### src/rtl/i2c_bus_monitor.sv
// i2c_bus_monitor: passive I2C frame decoder. It watches the generator/target
// SDA wires plus SCL, rebuilds address, R/W, up to DATA_BYTES data bytes and
// the ACK bits, and emits one record per frame on a single-cycle MON_VALID.
// Optional build macro I2C_MON_SYNC_EN inserts 2-flop synchronizers on all
// bus inputs (every latency grows by 2 clk cycles).
//
// state     | meaning
// ----------+------------------------------------------------------------
// IDLE      | bus free, waiting for START
// ADDR      | shifting 7 address bits + R/W
// ACK_A     | sampling the address ACK
// DATA      | shifting the current data byte
// ACK_D     | sampling the ACK of the current data byte
// WAIT_STOP | frame complete, waiting for STOP; extra clocks flag overrun
`timescale 1ns/1ps

module i2c_bus_monitor #(
  parameter int DATA_BYTES = 2
) (
  input  logic        clk,
  input  logic        rst,
  input  logic        SCL,
  input  logic        SDA_OUT,
  input  logic        SDA_OE,
  input  logic        SDA_IN,
  output logic        MON_VALID,
  output logic [6:0]  MON_ADDR,
  output logic        MON_RNW,
  output logic [15:0] MON_DATA,
  output logic [2:0]  MON_ACK,
  output logic [1:0]  MON_NBYTES,
  output logic        MON_ERR,
  output logic        MON_BUSY
);

  typedef enum logic [2:0] {
    S_IDLE,
    S_ADDR,
    S_ACK_A,
    S_DATA,
    S_ACK_D,
    S_WAIT_STOP
  } state_t;

  localparam logic [1:0] LAST_BYTE = 2'(DATA_BYTES);

  logic scl_s, sdo_s, oe_s, sdi_s, sda_s;

`ifdef I2C_MON_SYNC_EN
  logic [1:0] scl_sync_q, sdo_sync_q, oe_sync_q, sdi_sync_q;

  // Two-flop synchronizers; reset to the idle bus levels.
  always_ff @(posedge clk or posedge rst) begin
    if (rst) begin
      scl_sync_q <= 2'b11;
      sdo_sync_q <= 2'b11;
      oe_sync_q  <= 2'b00;
      sdi_sync_q <= 2'b11;
    end else begin
      scl_sync_q <= {scl_sync_q[0], SCL};
      sdo_sync_q <= {sdo_sync_q[0], SDA_OUT};
      oe_sync_q  <= {oe_sync_q[0], SDA_OE};
      sdi_sync_q <= {sdi_sync_q[0], SDA_IN};
    end
  end

  assign scl_s = scl_sync_q[1];
  assign sdo_s = sdo_sync_q[1];
  assign oe_s  = oe_sync_q[1];
  assign sdi_s = sdi_sync_q[1];
`else
  assign scl_s = SCL;
  assign sdo_s = SDA_OUT;
  assign oe_s  = SDA_OE;
  assign sdi_s = SDA_IN;
`endif

  assign sda_s = oe_s ? sdo_s : sdi_s;

  logic scl_q, sda_q;

  // Previous-cycle copies of the bus lines for edge detection.
  always_ff @(posedge clk or posedge rst) begin
    if (rst) begin
      scl_q <= 1'b1;
      sda_q <= 1'b1;
    end else begin
      scl_q <= scl_s;
      sda_q <= sda_s;
    end
  end

  logic start_det, stop_det, scl_rise, scl_fall;

  assign start_det = scl_q & scl_s & sda_q & ~sda_s;
  assign stop_det  = scl_q & scl_s & ~sda_q & sda_s;
  assign scl_rise  = ~scl_q & scl_s;
  assign scl_fall  = scl_q & ~scl_s;

  state_t      state_q, state_d;
  logic [2:0]  bit_cnt_q;
  logic [6:0]  shift_q;
  logic [6:0]  addr_q;
  logic        rnw_q;
  logic [15:0] data_q;
  logic [2:0]  ack_q;
  logic [1:0]  nbytes_q;
  logic        ovr_pend_q;
  logic        ovr_q;
  logic        last_byte;
  logic        frame_end;

  assign last_byte = (nbytes_q + 2'd1) == LAST_BYTE;
  assign frame_end = (state_q != S_IDLE) && (start_det || stop_det);
  assign MON_BUSY  = (state_q != S_IDLE);

  // State register.
  always_ff @(posedge clk or posedge rst) begin
    if (rst) state_q <= S_IDLE;
    else     state_q <= state_d;
  end

  // Next-state logic: STOP / repeated START win over bit sampling in any active state.
  always_comb begin
    state_d = state_q;
    if (state_q == S_IDLE) begin
      if (start_det) state_d = S_ADDR;
    end else if (stop_det) begin
      state_d = S_IDLE;
    end else if (start_det) begin
      state_d = S_ADDR;
    end else if (scl_rise) begin
      case (state_q)
        S_ADDR:  if (bit_cnt_q == 3'd7) state_d = S_ACK_A;
        S_ACK_A: state_d = sda_s ? S_WAIT_STOP : S_DATA;
        S_DATA:  if (bit_cnt_q == 3'd7) state_d = S_ACK_D;
        S_ACK_D: state_d = (sda_s || last_byte) ? S_WAIT_STOP : S_DATA;
        default: state_d = state_q;
      endcase
    end
  end

  // Frame field capture. A byte is committed only once all 8 bits are in, so a
  // partial byte reads as 0. In WAIT_STOP the SCL rise that precedes a STOP is
  // part of the STOP condition itself, so overrun needs a full extra pulse
  // (rise then fall) before it is flagged.
  always_ff @(posedge clk or posedge rst) begin
    if (rst) begin
      bit_cnt_q  <= 3'd0;
      shift_q    <= 7'd0;
      addr_q     <= 7'd0;
      rnw_q      <= 1'b0;
      data_q     <= 16'd0;
      ack_q      <= 3'd0;
      nbytes_q   <= 2'd0;
      ovr_pend_q <= 1'b0;
      ovr_q      <= 1'b0;
    end else if (start_det) begin
      bit_cnt_q  <= 3'd0;
      shift_q    <= 7'd0;
      addr_q     <= 7'd0;
      rnw_q      <= 1'b0;
      data_q     <= 16'd0;
      ack_q      <= 3'd0;
      nbytes_q   <= 2'd0;
      ovr_pend_q <= 1'b0;
      ovr_q      <= 1'b0;
    end else if (scl_rise && !stop_det) begin
      case (state_q)
        S_ADDR: begin
          shift_q   <= {shift_q[5:0], sda_s};
          bit_cnt_q <= bit_cnt_q + 3'd1;
          if (bit_cnt_q == 3'd7) begin
            addr_q <= shift_q;
            rnw_q  <= sda_s;
          end
        end
        S_ACK_A: begin
          ack_q[2]  <= sda_s;
          bit_cnt_q <= 3'd0;
        end
        S_DATA: begin
          shift_q   <= {shift_q[5:0], sda_s};
          bit_cnt_q <= bit_cnt_q + 3'd1;
          if (bit_cnt_q == 3'd7) begin
            if (nbytes_q == 2'd0) data_q[15:8] <= {shift_q, sda_s};
            else                  data_q[7:0]  <= {shift_q, sda_s};
          end
        end
        S_ACK_D: begin
          if (nbytes_q == 2'd0) ack_q[1] <= sda_s;
          else                  ack_q[0] <= sda_s;
          nbytes_q  <= nbytes_q + 2'd1;
          bit_cnt_q <= 3'd0;
        end
        S_WAIT_STOP: ovr_pend_q <= 1'b1;
        default: ;
      endcase
    end else if (scl_fall && ovr_pend_q && state_q == S_WAIT_STOP) begin
      ovr_q <= 1'b1;
    end
  end

  logic        rec_valid_d;
  logic [6:0]  rec_addr_d;
  logic        rec_rnw_d;
  logic [15:0] rec_data_d;
  logic [2:0]  rec_ack_d;
  logic [1:0]  rec_nbytes_d;
  logic        rec_err_d;

  // Record outputs: load the finished frame on STOP / repeated START, else hold.
  always_comb begin
    rec_valid_d  = 1'b0;
    rec_addr_d   = MON_ADDR;
    rec_rnw_d    = MON_RNW;
    rec_data_d   = MON_DATA;
    rec_ack_d    = MON_ACK;
    rec_nbytes_d = MON_NBYTES;
    rec_err_d    = MON_ERR;
    if (frame_end) begin
      rec_valid_d  = 1'b1;
      rec_addr_d   = addr_q;
      rec_rnw_d    = rnw_q;
      rec_data_d   = data_q;
      rec_ack_d    = ack_q;
      rec_nbytes_d = nbytes_q;
      rec_err_d    = (state_q != S_WAIT_STOP) || ovr_q;
    end
  end

  // Registered record outputs.
  always_ff @(posedge clk or posedge rst) begin
    if (rst) begin
      MON_VALID  <= 1'b0;
      MON_ADDR   <= 7'd0;
      MON_RNW    <= 1'b0;
      MON_DATA   <= 16'd0;
      MON_ACK    <= 3'd0;
      MON_NBYTES <= 2'd0;
      MON_ERR    <= 1'b0;
    end else begin
      MON_VALID  <= rec_valid_d;
      MON_ADDR   <= rec_addr_d;
      MON_RNW    <= rec_rnw_d;
      MON_DATA   <= rec_data_d;
      MON_ACK    <= rec_ack_d;
      MON_NBYTES <= rec_nbytes_d;
      MON_ERR    <= rec_err_d;
    end
  end

endmodule
### config.mk
export PLATFORM = sky130hd
export DESIGN_NAME = i2c_bus_monitor
export DESIGN_NICKNAME = d
export VERILOG_FILES = /design/src/rtl/i2c_bus_monitor.sv
export SDC_FILE = /design/constraint.sdc
export NUM_CORES = 1
export LEC_CHECK = 0
export BUFFER_PORTS_ARGS = -buffer_cell sky130_fd_sc_hd__buf_4
export CAP_MARGIN = 30
export CORE_MARGIN = 8
export CORE_UTILIZATION = 25
export CTS_BUF_LIST = sky130_fd_sc_hd__clkbuf_16
export DETAILED_ROUTE_END_ITERATION = 10
export PLACE_DENSITY = 0.4
export SYNTH_ARGS = -nofsm -noshare
export SYNTH_HDL_FRONTEND = slang
export SYNTH_SLANG_ARGS = --single-unit
### constraint.sdc
create_clock -name clk -period 2.9 [get_ports clk]
set_input_delay 0 -clock clk [delete_from_list [all_inputs] [get_ports clk]]
set_output_delay 0 -clock clk [all_outputs]
set_load 0.03 [all_outputs]
==> impl_metrics.toml <==
[power_and_ir_drop]
p_comb_share_pct = 32.6
intPower_w = 0.00284
p_sw_share_pct = 34.2
p_per_area_nw_per_um2 = 1040
power.leakage_nw = 2.02
p_clk_share_pct = 27.5
vdd_drop_max_v = 0.000499
netSwitchingPower_w = 0.00147
p_seq_share_pct = 39.8

[synthesis]
yosys.cell_count.top_type = "dfrtp_1"
avgSynthCellArea_um2 = 13.6
synth_largest_area_cell = "dfrtp_1"
async_flop_share_pct = 100
ys_seq_area_share_pct = 57.8
synth_area_um2 = 3340
synth_edf_count = 0
synth_cell_types = 45
synthTopCellsByCount = "dfrtp_1 (75), mux2_2 (53), nor2_1 (16)"
ys.flop_type = "dfrtp_1"
syn_nets = 256
synth_warnings = 0
synthTopCellsByArea = "dfrtp_1 (56%), mux2_2 (18%), mux2i_1 (3.3%)"
synth_top_area_share_pct = 56.2
syn-instance-count = 246
ys_ff_latch = 77

[clock_tree]
clock_tree.htree_level_count = 3
cts_root_buf = "clkbuf_16"
numCtsBuffers = 9
cts_buffer_depth = 2
clock_sinks = 77
clkLatencyLatePin_ns = 0.33
clk_pin_slew_ns = 0.06
cts_resized = 0
cts_setup_buffers = 0
cts_tree = "yes"
cts_hold_buf = 2

[sta]
final.setup_skew_ns = 0.00779
fin_crit_sh_pct = 76.1
setup_violations = 0
max_slew_margin_pct = 51.6
holdWs_ns = 0.0339
finalMaxSlewViolations = 0
finalCriticalPeriod_ns = 2.21
hold_viol_final = 0
fmax_ghz = 0.453
rsz0062_at_grt = "false"
tightestPinTransition_ns = 0.725
setup-tns-final_ns = 0

[worst_setup_path]
worstPathArrival_ns = 2.42
crit_family = "flip-flops"
slowest_delay_ns = 0.54
required_ns = 3.12
rr_worst_depth = 4
crit_type = "flip-flop to flip-flop"
worst-path-stages = 4
r2r-start = "state_q[0]"
reg2reg_slack_ns = 0.69
critPathLaunch = "state_q[0]"
slowest_stage = "dfrtp_1"
cp_cell_sequence = "or3_1 -> o2111ai_4 -> buf_4 -> mux2_2"
critPathMaxFanout = 16
cp_num_buf_inv = 1
cp-endpoint = "MON_DATA[5]"
rr_endpoint = "MON_DATA[5]"
startpoint_type = "flip-flop"
endpoint_kind = "flip-flop"

[detailed_routing]
vias_per_cell = 4.30
drc = 0
drt_iter0_markers = 97
num_vias = 2018
first_pass_iters = 4
routed_wl_um = 7230
drt.antenna.violating_nets = 0
routedWlPerCell_um = 15.4

[min_path]
hold_path_class = "input port to flip-flop"
hold_path.startpoint = "SDA_IN"

[cells_and_area]
final_util_pct = 31.4
syn_to_final_growth_pct = 23.6
fillers = 1378
drive_above_1_share_pct = 43.0
final_area_um2 = 4130
nets = 299
seqCellArea_um2 = 1930
fin_cells = 469
multi_input_area_um2 = 1300
antenna_cells = 0

[place]
gp_congestion = 0.742
placed_cells = 452
portBuffers = 37
dp_hpwl_um = 5080
dpl-instance-area_um2 = 3790

[grt]
track_usage_pct = 8.88
grt_pass1_wl_um = 12000
grt_max_degree = 41
overflow = 0
antenna_found_initial = 0
grt_pass1_vias = 2119

[floorplan]
die_h_um = 132
initial_core_util_pct = 25.4
io_pins = 38
fp.dieW_um = 132
coreArea_um2 = 13100
die_area_um2 = 17300
rows = 42

[run_status]
status = "finished, final reports clean"

[flow_run]
drv_cap = 0
[flip-flops by register name, indices dropped and copies added (netlist names), 7 cells and up]
signal    count
addr_q        7
shift_q       7
data_q       16
MON_ADDR      7
MON_DATA     16
[area by class of cell]
cell class,count,share of cell area (%)
Clock inverter,6,2.09
Tap cell,176,5.34
Sequential cell,77,46.8
Timing Repair Buffer,43,7.94
Multi-Input combinational cell,148,31.4
Clock buffer,9,5.46
Inverter,10,1.00
[layout by cell type (no fill, tap or decap), types with 2 or more instances in the layout]
| master | count |
|---|---|
| buf_4 | 41 |
| o211ai_1 | 3 |
| o21ai_0 | 6 |
| clkinv_2 | 2 |
| nand2_1 | 7 |
| ha_1 | 4 |
| a32o_1 | 2 |
| and2_4 | 3 |
| bufinv_16 | 2 |
| nor2_1 | 16 |
| dfrtp_1 | 75 |
| dlygate4sd3_1 | 2 |
| and2_2 | 5 |
| o22ai_1 | 2 |
| dfstp_2 | 2 |
| mux2i_1 | 11 |
| xnor2_1 | 2 |
| a31oi_1 | 2 |
| mux2_2 | 53 |
| clkbuf_16 | 9 |
| inv_1 | 8 |
| nand3_1 | 7 |
| nand2b_1 | 2 |
| a21oi_1 | 2 |
| nor2b_1 | 2 |
[power by group through the flow]
stage / clock network (W) / registers, W / logic (W)
after global routing: 0.00127 / 0.00178 / 0.00153
after CTS: 0.00124 / 0.00172 / 0.00144
final: 0.00119 / 0.00172 / 0.00141
after detailed placement: 0 / 0.00174 / 0.00143
after floorplan: 0 / 0.00189 / 0.000771
after global placement: 0 / 0.00174 / 0.00142
[layer usage]
metal / vias to the layer above / global-route usage, % / part of all wire (%) / routed length (µm)
li1: 959 / - / - / -
met1: 1010 / 11.7 / 50 / 3590
met2: 37 / 12.2 / 43 / 3100
met3: 12 / 3.47 / 5.4 / 389
met4: 0 / 4.59 / 2.0 / 143
met5: - / 0 / 0 / 0
[logic make-up after synthesis]
logic type / Yosys count / synth area share (%)
flip-flops: 77 / 57.8
multiplexers: 66 / 22.2
XOR/XNOR: 2 / 0.525
AO/OA/AOI/OAI: 28 / 6.82
buffers and inverters: 21 / 3.75
AND/OR/NAND/NOR: 48 / 7.46
adder cells (fa/ha/maj): 4 / 1.50
[worst min path at each step]
stage,depth (start not counted),endpoint
floorplan,0,scl_q
global placement,2,MON_DATA[0]
detailed placement,2,MON_DATA[4]
CTS,3,sda_q
global route,3,sda_q
finish,3,sda_q
[through the flow]
stage	power, W	worst slack, ns
floorplan	0.00266	0.937
CTS	0.00440	0.671
finish	0.00431	0.695
global route	0.00458	0.588
detailed placement	0.00317	0.677
global placement	0.00316	0.661
[worst min-delay path, delay by kind of cell]
family,cells,cell delay (ns)
buffers and inverters,2,0.21
muxes,1,0.11
No activity file was read; power rests on OpenSTA's default activity.
